--- src/rtl/lkup_tbl_ctrl.sv ---
// Lookup-table RAM controller: arbitrates RAM port A between config writes and the
// table-clear engine, and sequences port-B lookups. Optional macro: LKUP_WR_BYPASS_EN.
module lkup_tbl_ctrl #(
  parameter int unsigned          ADDR_BITS = 5,
  parameter int unsigned          DATA_BITS = 193,
  parameter int unsigned          RD_LAT    = 1,
  parameter logic [DATA_BITS-1:0] CLR_VALUE = '0
) (
  input  logic                 clk,
  input  logic                 aresetn,
  input  logic                 cfg_wr_valid,
  input  logic [ADDR_BITS-1:0] cfg_wr_addr,
  input  logic [DATA_BITS-1:0] cfg_wr_data,
  output logic                 cfg_wr_ready,
  input  logic                 clr_start,
  output logic                 clr_busy,
  output logic                 clr_done,
  input  logic                 lkup_req_valid,
  input  logic [ADDR_BITS-1:0] lkup_req_addr,
  output logic                 lkup_rsp_valid,
  output logic [DATA_BITS-1:0] lkup_rsp_data,
  output logic [ADDR_BITS-1:0] ram_addra,
  output logic [DATA_BITS-1:0] ram_dina,
  output logic                 ram_ena,
  output logic                 ram_wea,
  output logic [ADDR_BITS-1:0] ram_addrb,
  output logic                 ram_enb,
  input  logic [DATA_BITS-1:0] ram_doutb
);

  typedef enum logic [1:0] {
    ST_IDLE  = 2'd0,
    ST_CLEAR = 2'd1,
    ST_DONE  = 2'd2
  } state_e;

  typedef enum logic {
    RR_CFG = 1'b0,
    RR_CLR = 1'b1
  } rr_e;

  localparam logic [ADDR_BITS-1:0] LAST_ADDR = '1;
  localparam logic [ADDR_BITS-1:0] CNT_ONE   = {{(ADDR_BITS-1){1'b0}}, 1'b1};

  state_e                 state_q, state_d;
  rr_e                    rr_q, rr_d;
  logic [ADDR_BITS-1:0]   cnt_q, cnt_d;
  logic                   cfg_ready_s;
  logic                   cfg_fire_s;
  logic                   clr_fire_s;

  // Write-port FSM next state and port-A slot arbitration
  always_comb begin
    state_d     = state_q;
    rr_d        = rr_q;
    cnt_d       = cnt_q;
    cfg_ready_s = 1'b1;
    cfg_fire_s  = 1'b0;
    clr_fire_s  = 1'b0;
    case (state_q)
      ST_IDLE: begin
        cfg_ready_s = 1'b1;
        cfg_fire_s  = cfg_wr_valid;
        if (clr_start) begin
          state_d = ST_CLEAR;
          rr_d    = RR_CFG;
          cnt_d   = '0;
        end else begin
          state_d = ST_IDLE;
        end
      end
      ST_CLEAR: begin
        // Ready follows the round-robin pointer only; an idle cfg slot goes to the clear.
        cfg_ready_s = (rr_q == RR_CFG);
        if ((rr_q == RR_CFG) && cfg_wr_valid) begin
          cfg_fire_s = 1'b1;
          rr_d       = RR_CLR;
        end else begin
          clr_fire_s = 1'b1;
          rr_d       = RR_CFG;
          cnt_d      = cnt_q + CNT_ONE;
          if (cnt_q == LAST_ADDR) begin
            state_d = ST_DONE;
          end else begin
            state_d = ST_CLEAR;
          end
        end
      end
      ST_DONE: begin
        cfg_ready_s = 1'b1;
        cfg_fire_s  = cfg_wr_valid;
        state_d     = ST_IDLE;
      end
      default: begin
        cfg_ready_s = 1'b0;
        state_d     = ST_IDLE;
        rr_d        = RR_CFG;
        cnt_d       = '0;
      end
    endcase
  end

  // Write-port FSM state, pointer and clear counter
  always_ff @(posedge clk or negedge aresetn) begin
    if (!aresetn) begin
      state_q <= ST_IDLE;
      rr_q    <= RR_CFG;
      cnt_q   <= '0;
    end else begin
      state_q <= state_d;
      rr_q    <= rr_d;
      cnt_q   <= cnt_d;
    end
  end

  // Port-A mux: clear engine or config pass-through
  always_comb begin
    if (clr_fire_s) begin
      ram_addra = cnt_q;
      ram_dina  = CLR_VALUE;
    end else begin
      ram_addra = cfg_wr_addr;
      ram_dina  = cfg_wr_data;
    end
  end

  assign ram_ena      = cfg_fire_s | clr_fire_s;
  assign ram_wea      = cfg_fire_s | clr_fire_s;
  assign cfg_wr_ready = cfg_ready_s;
  assign clr_busy     = (state_q == ST_CLEAR);
  assign clr_done     = (state_q == ST_DONE);

  assign ram_enb   = lkup_req_valid;
  assign ram_addrb = lkup_req_addr;

  logic [RD_LAT-1:0]    vld_q;
  logic [RD_LAT:0]      vld_shift_s;
  logic [DATA_BITS-1:0] rsp_src_s;
  logic [DATA_BITS-1:0] rsp_hold_q;

  assign vld_shift_s = {vld_q, lkup_req_valid};

  // Read-valid pipeline matching the RAM port-B latency
  always_ff @(posedge clk or negedge aresetn) begin
    if (!aresetn) begin
      vld_q <= '0;
    end else begin
      vld_q <= vld_shift_s[RD_LAT-1:0];
    end
  end

`ifdef LKUP_WR_BYPASS_EN
  logic [RD_LAT-1:0]    hit_q;
  logic [RD_LAT:0]      hit_shift_s;
  logic                 hit_now_s;
  logic [DATA_BITS-1:0] byp_s [RD_LAT+1];
  logic [DATA_BITS-1:0] byp_q [RD_LAT];

  // Only a write in the request cycle itself is forwarded; later writes are not.
  assign hit_now_s   = lkup_req_valid & ram_ena & ram_wea & (ram_addra == lkup_req_addr);
  assign hit_shift_s = {hit_q, hit_now_s};

  // Bypass data pipeline input taps
  always_comb begin
    byp_s[0] = ram_dina;
    for (int i = 0; i < RD_LAT; i++) begin
      byp_s[i+1] = byp_q[i];
    end
  end

  // Bypass hit flag and data pipeline
  always_ff @(posedge clk or negedge aresetn) begin
    if (!aresetn) begin
      hit_q <= '0;
      for (int i = 0; i < RD_LAT; i++) begin
        byp_q[i] <= '0;
      end
    end else begin
      hit_q <= hit_shift_s[RD_LAT-1:0];
      for (int i = 0; i < RD_LAT; i++) begin
        byp_q[i] <= byp_s[i];
      end
    end
  end

  // Response source: forwarded write data or RAM output
  always_comb begin
    if (hit_q[RD_LAT-1]) begin
      rsp_src_s = byp_q[RD_LAT-1];
    end else begin
      rsp_src_s = ram_doutb;
    end
  end
`else
  assign rsp_src_s = ram_doutb;
`endif

  // Last delivered response, held while no response is valid
  always_ff @(posedge clk or negedge aresetn) begin
    if (!aresetn) begin
      rsp_hold_q <= '0;
    end else if (vld_q[RD_LAT-1]) begin
      rsp_hold_q <= rsp_src_s;
    end else begin
      rsp_hold_q <= rsp_hold_q;
    end
  end

  assign lkup_rsp_valid = vld_q[RD_LAT-1];

  // Response data: live source when valid, otherwise the held value
  always_comb begin
    if (vld_q[RD_LAT-1]) begin
      lkup_rsp_data = rsp_src_s;
    end else begin
      lkup_rsp_data = rsp_hold_q;
    end
  end

endmodule
--- config.mk ---
export PLATFORM = sky130hd
export DESIGN_NAME = lkup_tbl_ctrl
export DESIGN_NICKNAME = d
export VERILOG_FILES = /design/src/rtl/lkup_tbl_ctrl.sv
export SDC_FILE = /design/constraint.sdc
export NUM_CORES = 1
export LEC_CHECK = 0
export CAP_MARGIN = 20
export CORE_AREA = 2 2 308 310
export CTS_CLUSTER_SIZE = 8
export DETAILED_ROUTE_END_ITERATION = 8
export DIE_AREA = 0 0 310 312
export PLACE_DENSITY = 0.37
export SKIP_CTS_REPAIR_TIMING = 1
export SLEW_MARGIN = 0
export SYNTH_ARGS = -nofsm -noshare
export SYNTH_HDL_FRONTEND = slang
export SYNTH_SLANG_ARGS = --single-unit
--- constraint.sdc ---
create_clock -name clk -period 3.3 [get_ports clk]
set_clock_uncertainty 0.1 [all_clocks]
set_input_delay 0.33 -clock clk [delete_from_list [all_inputs] [get_ports clk]]
set_output_delay 0.33 -clock clk [all_outputs]
set_load 0.01 [all_outputs]
### Word-level counts from Yosys, hierarchy flattened

Cells that the tools add are included.

| cells by class | value |
|---|---|
| equal/unequal tests | 5 |
| bitwise gates (word level) | 3 |
| reductions and logical operators | 5 |
| mux-type cells | 17 |
| $add $sub $neg | 1 |

Operators with widths:

| operator | count |
|---|---|
| 2-to-1 mux 193 bit | 2 |
| 2-to-1 mux 5 bit | 3 |
| case mux 5 bit (3 select lines) | 1 |
| adder 5 x 1 -> 5 bit (second input constant) | 1 |
| equality test 5 bit (second input constant) | 1 |
| 2-to-1 mux 1 bit | 5 |
| 2-to-1 mux 2 bit | 2 |
| != test 2 bit (second input constant) | 2 |
| case mux 1 bit (2 select lines) | 2 |
| case mux 2 bit (2 select lines) | 1 |
| case mux 1 bit (3 select lines) | 1 |
| AND reduction 3 bit | 1 |
| equality test 2 x 1 -> 1 bit (second input constant) | 1 |
| equality test 2 bit (second input constant) | 1 |
| zero test 2 bit | 1 |
| NOT 1 bit | 2 |
| AND reduction 2 bit | 1 |
| OR reduction 2 bit | 1 |
| logical AND 1 bit | 1 |
| OR 1 bit | 1 |

| storage, ports and cells | value |
|---|---|
| input port bits | 401 |
| logic and storage cells | 36 |
| output and inout port bits | 403 |
| flip-flop bits (word level) | 202 |

### Longest topological paths before layout

Gate-level depths: netlist (run 1).

| logic depth | value |
|---|---|
| depth after elaboration | 5 |
| gate-level depth with buffers | 6 |
| mapped depth without buffers | 4 |

### Worst setup path before layout (run 1)

OpenSTA, ideal clock, no wires.

| path | value |
|---|---|
| path type | register to output |
| start | reg rr_q |
| end | out ram_addra[0] |
| arrival time | 1.237 ns |
| buffers on the path | 1 |
| slack | 1.633 ns |
| stages on the path, launching flop included | 5 |
| path through | dfrtp_1 > nand2b_1 > and2_4 > buf_6 > mux2_4 |

| on the way | value |
|---|---|
| cells in the longest elaborated chain, start to end | 5 |

RTL lines:

| what | RTL line | source |
|---|---|---|
| from (decl) | 46 | `rr_e rr_q, rr_d;` |
| from (signal assigned) | 111 | `rr_q <= rr_d;` |
| NOT 1 bit | 75 | `if ((rr_q == RR_CFG) && cfg_wr_valid) begin` |
| logical AND 1 bit | 75 |  |
| 2-to-1 mux 1 bit | 75 |  |
| 2-to-1 mux 1 bit | 60 | `case (state_q)` |
| 2-to-1 mux 5 bit | 118 | `if (clr_fire_s) begin` |
| to (decl) | 22 | `output logic [ADDR_BITS-1:0] ram_addra,` |

No other way between the ends.

### Final worst setup path (run 1)

| path | value |
|---|---|
| start | reg state_q[0] |
| end | out ram_addra[1] |

| on the way | value |
|---|---|
| cells in the longest elaborated chain, start to end | 3 |

RTL lines:

| what | RTL line | source |
|---|---|---|
| from (decl) | 45 | `state_e state_q, state_d;` |
| from (signal assigned) | 110 | `state_q <= state_d;` |
| equality test 2 x 1 -> 1 bit | 60 |  |
| 2-to-1 mux 1 bit | 60 |  |
| 2-to-1 mux 5 bit | 118 |  |

No other way between the ends.

==> flow_summary.toml, run 1 <==
[floorplan]
rows = 112
fp.coreArea_um2 = 93000
die_x_um = 310
ios = 804
floorplan.die_area_um2 = 96700
start_util_pct = 9.82
die_h_um = 312

[sta]
timing_worst_slew_pin_value_ps = 764
setup_viol_count_final = 0
min_period_ps = 3080
finalHoldViolCount = 0
fin_crit_sh_pct = 93.3
finalMaxSlewViolations = 0
slew_headroom_pct = 49.1
final.setup.tns_ps = 0
grt_setup_unrepaired = "false"
fmaxAchievable_ghz = 0.325
fin_ws_ps = 221

[clock_network]
clockRootBuffer = "sky130_fd_sc_hd__clkbuf_16"
clk_transition_reported_paths_ps = 50
clock_tree.buffer_depth = 3
number_of_buffers_inserted_during_clock_tree_synthesis = 30
tritoncts = "yes"
cts_htree_levels = 1
cts.sinks = 202
clock_insertion_delay_at_the_later_pin_of_the_skew_report_ps = 580

[critical_path]
crit_required_ps = 2870
worstSetupStartpointType = "register"
crit_arrival_ps = 2650
max_stage_delay_ps = 520
worstSetupPathType = "reg -> out"
end_kind = "output pin"
slowest_stage = "sky130_fd_sc_hd__clkdlybuf4s50_1"
r2r_cells = 2
stages_on_worst_setup_path = 5
critical_path_peak_fanout = 13
path_delay_family = "buffers and inverters"
worstPathCellList = "nor2b_2 -> buf_4 -> and2_4 -> mux2_4 -> clkdlybuf4s50_1"
timing.critical_path.buf_inv = 2

[routing]
drt.antenna.violating_nets = 0
routed_vias = 8695
wirelength_um = 77000
viasPerCell = 3.16
drt_pre_antenna_iters = 4
routed_wire_length_per_instance_um = 28.0
detail_route.drc_violations = 0
drt_first_iter_violations = 300

[cells_and_area]
post-route-util_pct = 20.9
layout_common_cells = "768 x sky130_fd_sc_hd__clkdlybuf4s50_1, 200 x sky130_fd_sc_hd__dfrtp_1, 193 x sky130_fd_sc_hd__mux2_2, 193 x sky130_fd_sc_hd__and2_1, 33 x sky130_fd_sc_hd__buf_4"
area_growth_pct = 112
layout-drive-gt1-share_pct = 19.4
fillers = 10200
design.final.nets = 1879
mostFrequentLayoutCell = "sky130_fd_sc_hd__clkdlybuf4s50_1"

[grt]
grt_pass1_wl_um = 97600
maximum_number_of_pins_on_one_net_before_global_route_repair = 84
first_global_vias = 9348
antenna_found_initial = 40
total_congestion_overflow_after_global_routing = 0
grt_usage_pct = 15.3

[pwr]
peakVddDrop_mv = 0.346
power_leakage_nw = 7.46
power_per_cell_area_nw_per_um2 = 483

[synthesis]
synth_register_bits = 202
netlist_instances = 679
postSynthNetCount = 1082
dominantRegCellSynth = "sky130_fd_sc_hd__dfrtp_1"
asyncSetResetFlopFracSynth_pct = 100
synthesis.yosys.warnings = 0
post_synth_instance_area_um2 = 9140
yosysSeqAreaShare_pct = 55.3
syn-mean-instance-area_um2 = 13.5
post_synth_num_cell_types = 32
synth_enable_flop_cells = 0

[placement]
place.detailed.hpwl_um = 67000
globalplace.congestion = 1.03
pre_cts_ws_ps = 283
numPortBuffers = 793

[outcome]
run_status = "complete, no violations"

[hold_path]
worst_hold_path_type = "in -> reg"
whs_path_depth = 1

[run]
cap_viol_max_count = 0
-- cell families (layout without fill, tap and decap cells) --
family | count (synthesis) | in the layout | share of synthesized area (%)
buffers and inverters | 53 | 856 | 4.23
multiplexers | 199 | 199 | 24.7
flip-flops | 202 | 202 | 55.3
adder cells (fa/ha/maj) | 2 | 2 | 0.274
AO/OA/AOI/OAI | 15 | 15 | 1.18
AND/OR/NAND/NOR | 208 | 209 | 14.3
other | 0 | 13 | 0
-- worst paths after layout --
check,from,slack (ps),end
max in group asynchronous,aresetn,1940,rsp_hold_q[73]$_DFF_PN0_
hold / removal,lkup_req_valid,140,lkup_rsp_valid$_DFF_PN0_
min in group asynchronous,aresetn,300,rsp_hold_q[127]$_DFF_PN0_
setup / recovery,state_q[0]$_DFFE_PN0N_,220,ram_addra[1]
setup reg to reg,lkup_rsp_valid$_DFF_PN0_,1590,rsp_hold_q[65]$_DFF_PN0_
hold reg to reg,rsp_hold_q[37]$_DFF_PN0_,390,rsp_hold_q[37]$_DFF_PN0_
-- metrics by stage --
step                      cells  area [um^2]  power (mW)  hold WS (ps)
after floorplan             679         9140        4.18         -65.6
after global placement     2693        18500        6.66           379
after detailed placement   2693        18500        6.63           379
after CTS                  2732        19300        9.61          -255
after global routing       2738        19400        9.89           126
final                      2750        19400        9.38           144
-- routing by layer --
metal / GRT usage [%] / vias to the layer above / part of all wire, %
met5: 0 / - / 0.032
met4: 1.93 / 4 / 1.5
met3: 3.81 / 102 / 7.2
met2: 28.1 / 449 / 52
met1: 18.1 / 4283 / 39
li1: - / 3857 / -
-- layout make-up --
cell class | count | area, um^2 | area share [%]
clock buffers | 35 | 769 | 3.96
flip-flops and latches | 202 | 5060 | 26.1
repair buffers | 816 | 8220 | 42.3
diodes | 13 | 32.5 | 0.168
clock inverters | 4 | 56.3 | 0.290
multi-input cells | 425 | 3700 | 19.1
inverters | 1 | 3.75 | 0.0193
well taps | 1254 | 1570 | 8.08
-- report_power, final --
| group | internal [mW] | leakage, nW | switching, mW |
|---|---|---|---|
| Clock | 1.69 | 0.405 | 1.15 |
| Combinational | 2.01 | 4.69 | 1.63 |
| Sequential | 2.75 | 2.36 | 0.150 |
| Total | 6.45 | 7.46 | 2.93 |
-- sequential cells by signal (all words and copies together) (netlist names) --
register	count
rr_q	1
lkup_rsp_valid	1
cnt_q	5
rsp_hold_q	193
state_q	2
-- synthesized netlist by cell type, drive strengths merged (2+ instances only) --
cell	number	area share (%)
nor2	3	0.12
nor2b	3	0.23
ha	2	0.27
and2	194	13
a21oi	3	0.16
dfrtp	202	55
buf	47	4.0
clkbuf	5	0.21
mux2	198	25
a22o	2	0.19
and3	3	0.21
o21ai	3	0.16
Power figures use the tool's default switching activity.
==> run 2: changes to the inputs <==
- SETUP_SLACK_MARGIN: unset -> 0.2
==> flow_summary.toml, run 2 (same netlist as run 1, synthesis figures left out) <==
[pwr]
comb_power_share_pct = 39.1
p_sw_mw = 2.95
power_per_cell_area_nw_per_um2 = 483
power_leakage_nw = 7.54
internal-power_mw = 6.48
peakVddDrop_mv = 0.345
share_of_power_burned_in_the_clock_network_pct = 30.1
power.switching_fraction_pct = 31.3
pwr-share-seq_pct = 30.7

[critical_path]
worstPathCellList = "nand2b_4 -> nand2_8 -> buf_4 -> buf_12 -> and2_1 -> clkdlybuf4s50_1"
critical_path_peak_fanout = 16
crit_arrival_ps = 2530
path_delay_family = "buffers and inverters"
worstSetupPathType = "reg -> out"
worstSetupStartpointType = "register"
slowest_stage = "sky130_fd_sc_hd__clkdlybuf4s50_1"
max_stage_delay_ps = 720
crit_required_ps = 2870
timing.critical_path.buf_inv = 3
end_kind = "output pin"

[cells_and_area]
largest_registers = "rsp_hold_q x193, cnt_q x5, state_q x2"
fillers = 10200
mostFrequentLayoutCell = "sky130_fd_sc_hd__clkdlybuf4s50_1"
layout_common_cells = "765 x sky130_fd_sc_hd__clkdlybuf4s50_1, 199 x sky130_fd_sc_hd__dfrtp_1, 193 x sky130_fd_sc_hd__mux2_2, 193 x sky130_fd_sc_hd__and2_1, 34 x sky130_fd_sc_hd__buf_4"
area_growth_pct = 113
layoutNonFillerInstCount = 2750
largest-register = "rsp_hold_q"
layout-drive-gt1-share_pct = 19.6
design.final.nets = 1883
post-route-util_pct = 21.0
layout.cell_area.non_filler_um2 = 19500
largest_reg_flops = 193

[sta]
slew_headroom_pct = 49.1
final.setup.tns_ps = 0
holdWs_ps = 151
finalHoldViolCount = 0
timing_worst_slew_pin_value_ps = 764
min_period_ps = 2960
finalMaxSlewViolations = 0
setup_viol_count_final = 0
fin_crit_sh_pct = 89.8
fmaxAchievable_ghz = 0.337
grt_setup_unrepaired = "false"

[floorplan]
floorplan.die_area_um2 = 96700
die_h_um = 312
fp.coreArea_um2 = 93000
rows = 112
ios = 804
start_util_pct = 9.82
die_x_um = 310

[routing]
wirelength_um = 77400
drt_pre_antenna_iters = 4
routed_wire_length_per_instance_um = 28.1
detail_route.drc_violations = 0
drt.antenna.violating_nets = 0
drt_first_iter_violations = 298
routed_vias = 8747
viasPerCell = 3.18

[run]
cap_viol_max_count = 0

[placement]
post_dp_cell_area_um2 = 18500
place.detailed.hpwl_um = 67000
globalplace.congestion = 1.03
dp.cells = 2693
numPortBuffers = 793

[grt]
antenna_found_initial = 40
grt_pass1_wl_um = 97600
first_global_vias = 9348
total_congestion_overflow_after_global_routing = 0
grt_usage_pct = 15.3
maximum_number_of_pins_on_one_net_before_global_route_repair = 84

[hold_path]
worst_hold_path_type = "in -> reg"

[clock_network]
clock_tree.buffer_depth = 3
clock_insertion_delay_at_the_later_pin_of_the_skew_report_ps = 580
cts_htree_levels = 1
clk_transition_reported_paths_ps = 50
tritoncts = "yes"
clockRootBuffer = "sky130_fd_sc_hd__clkbuf_16"
number_of_buffers_inserted_during_clock_tree_synthesis = 30
cts.sinks = 202

[outcome]
run_status = "complete, no violations"
## run 2: cell types whose count changed in the layout (fill, tap and decap cells not counted), sizes merged
cell	before	now
clkdlybuf4s50	768	765
buf	46	49
dlymetal6s2s	0	3
diode	13	9
clkbuf	36	37
## run 2: layout make-up
type                    instances  area (um^2)  area share, %
multi-input cells             425         3720           19.1
repair buffers                820         8290           42.5
well taps                    1254         1570           8.05
clock inverters                 4         56.3          0.289
flip-flops and latches        202         5060           26.0
clock buffers                  35          769           3.95
inverters                       1         3.75         0.0193
diodes                          9         22.5          0.116
## run 2: metrics by stage
step	power (mW)	setup WS, ps
after detailed placement	6.63	283
after floorplan	4.18	1630
after global placement	6.66	327
final	9.42	335
after global routing	9.94	229
after CTS	9.61	42.6
## run 2: worst paths after layout
kind                                             end  cells past startpoint  slack (ps)                startpoint
max                                     ram_dina[27]                      6         340          rr_q$_DFFE_PN0P_
max in group asynchronous   rsp_hold_q[73]$_DFF_PN0_                      3        1940                   aresetn
max reg2reg                     cnt_q[4]$_DFFE_PN0P_                      4        1650      cnt_q[0]$_DFFE_PN0P_
min                         lkup_rsp_valid$_DFF_PN0_                      1         150            lkup_req_valid
min reg2reg                 rsp_hold_q[37]$_DFF_PN0_                      1         390  rsp_hold_q[37]$_DFF_PN0_
min in group asynchronous  rsp_hold_q[127]$_DFF_PN0_                      2         290                   aresetn
## run 2: metal layers
layer	vias up	global-route usage, %	routed length (um)	share of wire (%)
li1	3861	-	-	-
met1	4328	18.1	30500	39
met2	450	28.1	40100	52
met3	104	3.81	5580	7.2
met4	4	1.93	1190	1.5
met5	-	0	25	0.032
## run 2: power by group through the flow
stage / clock network, mW / registers (mW) / logic, mW
6_report: 2.84 / 2.90 / 3.69
3_5_place_dp: 0 / 2.95 / 3.68
3_3_place_gp: 0 / 2.94 / 3.72
5_1_grt: 3.09 / 2.93 / 3.92
2_1_floorplan: 0 / 2.85 / 1.33
4_1_cts: 2.99 / 2.91 / 3.71
==> run 3: changes to the inputs <==
- CAP_MARGIN: 20 -> 0
==> results of run 3 <==
Final layout, timing and power as in run 2 (identical DEF).
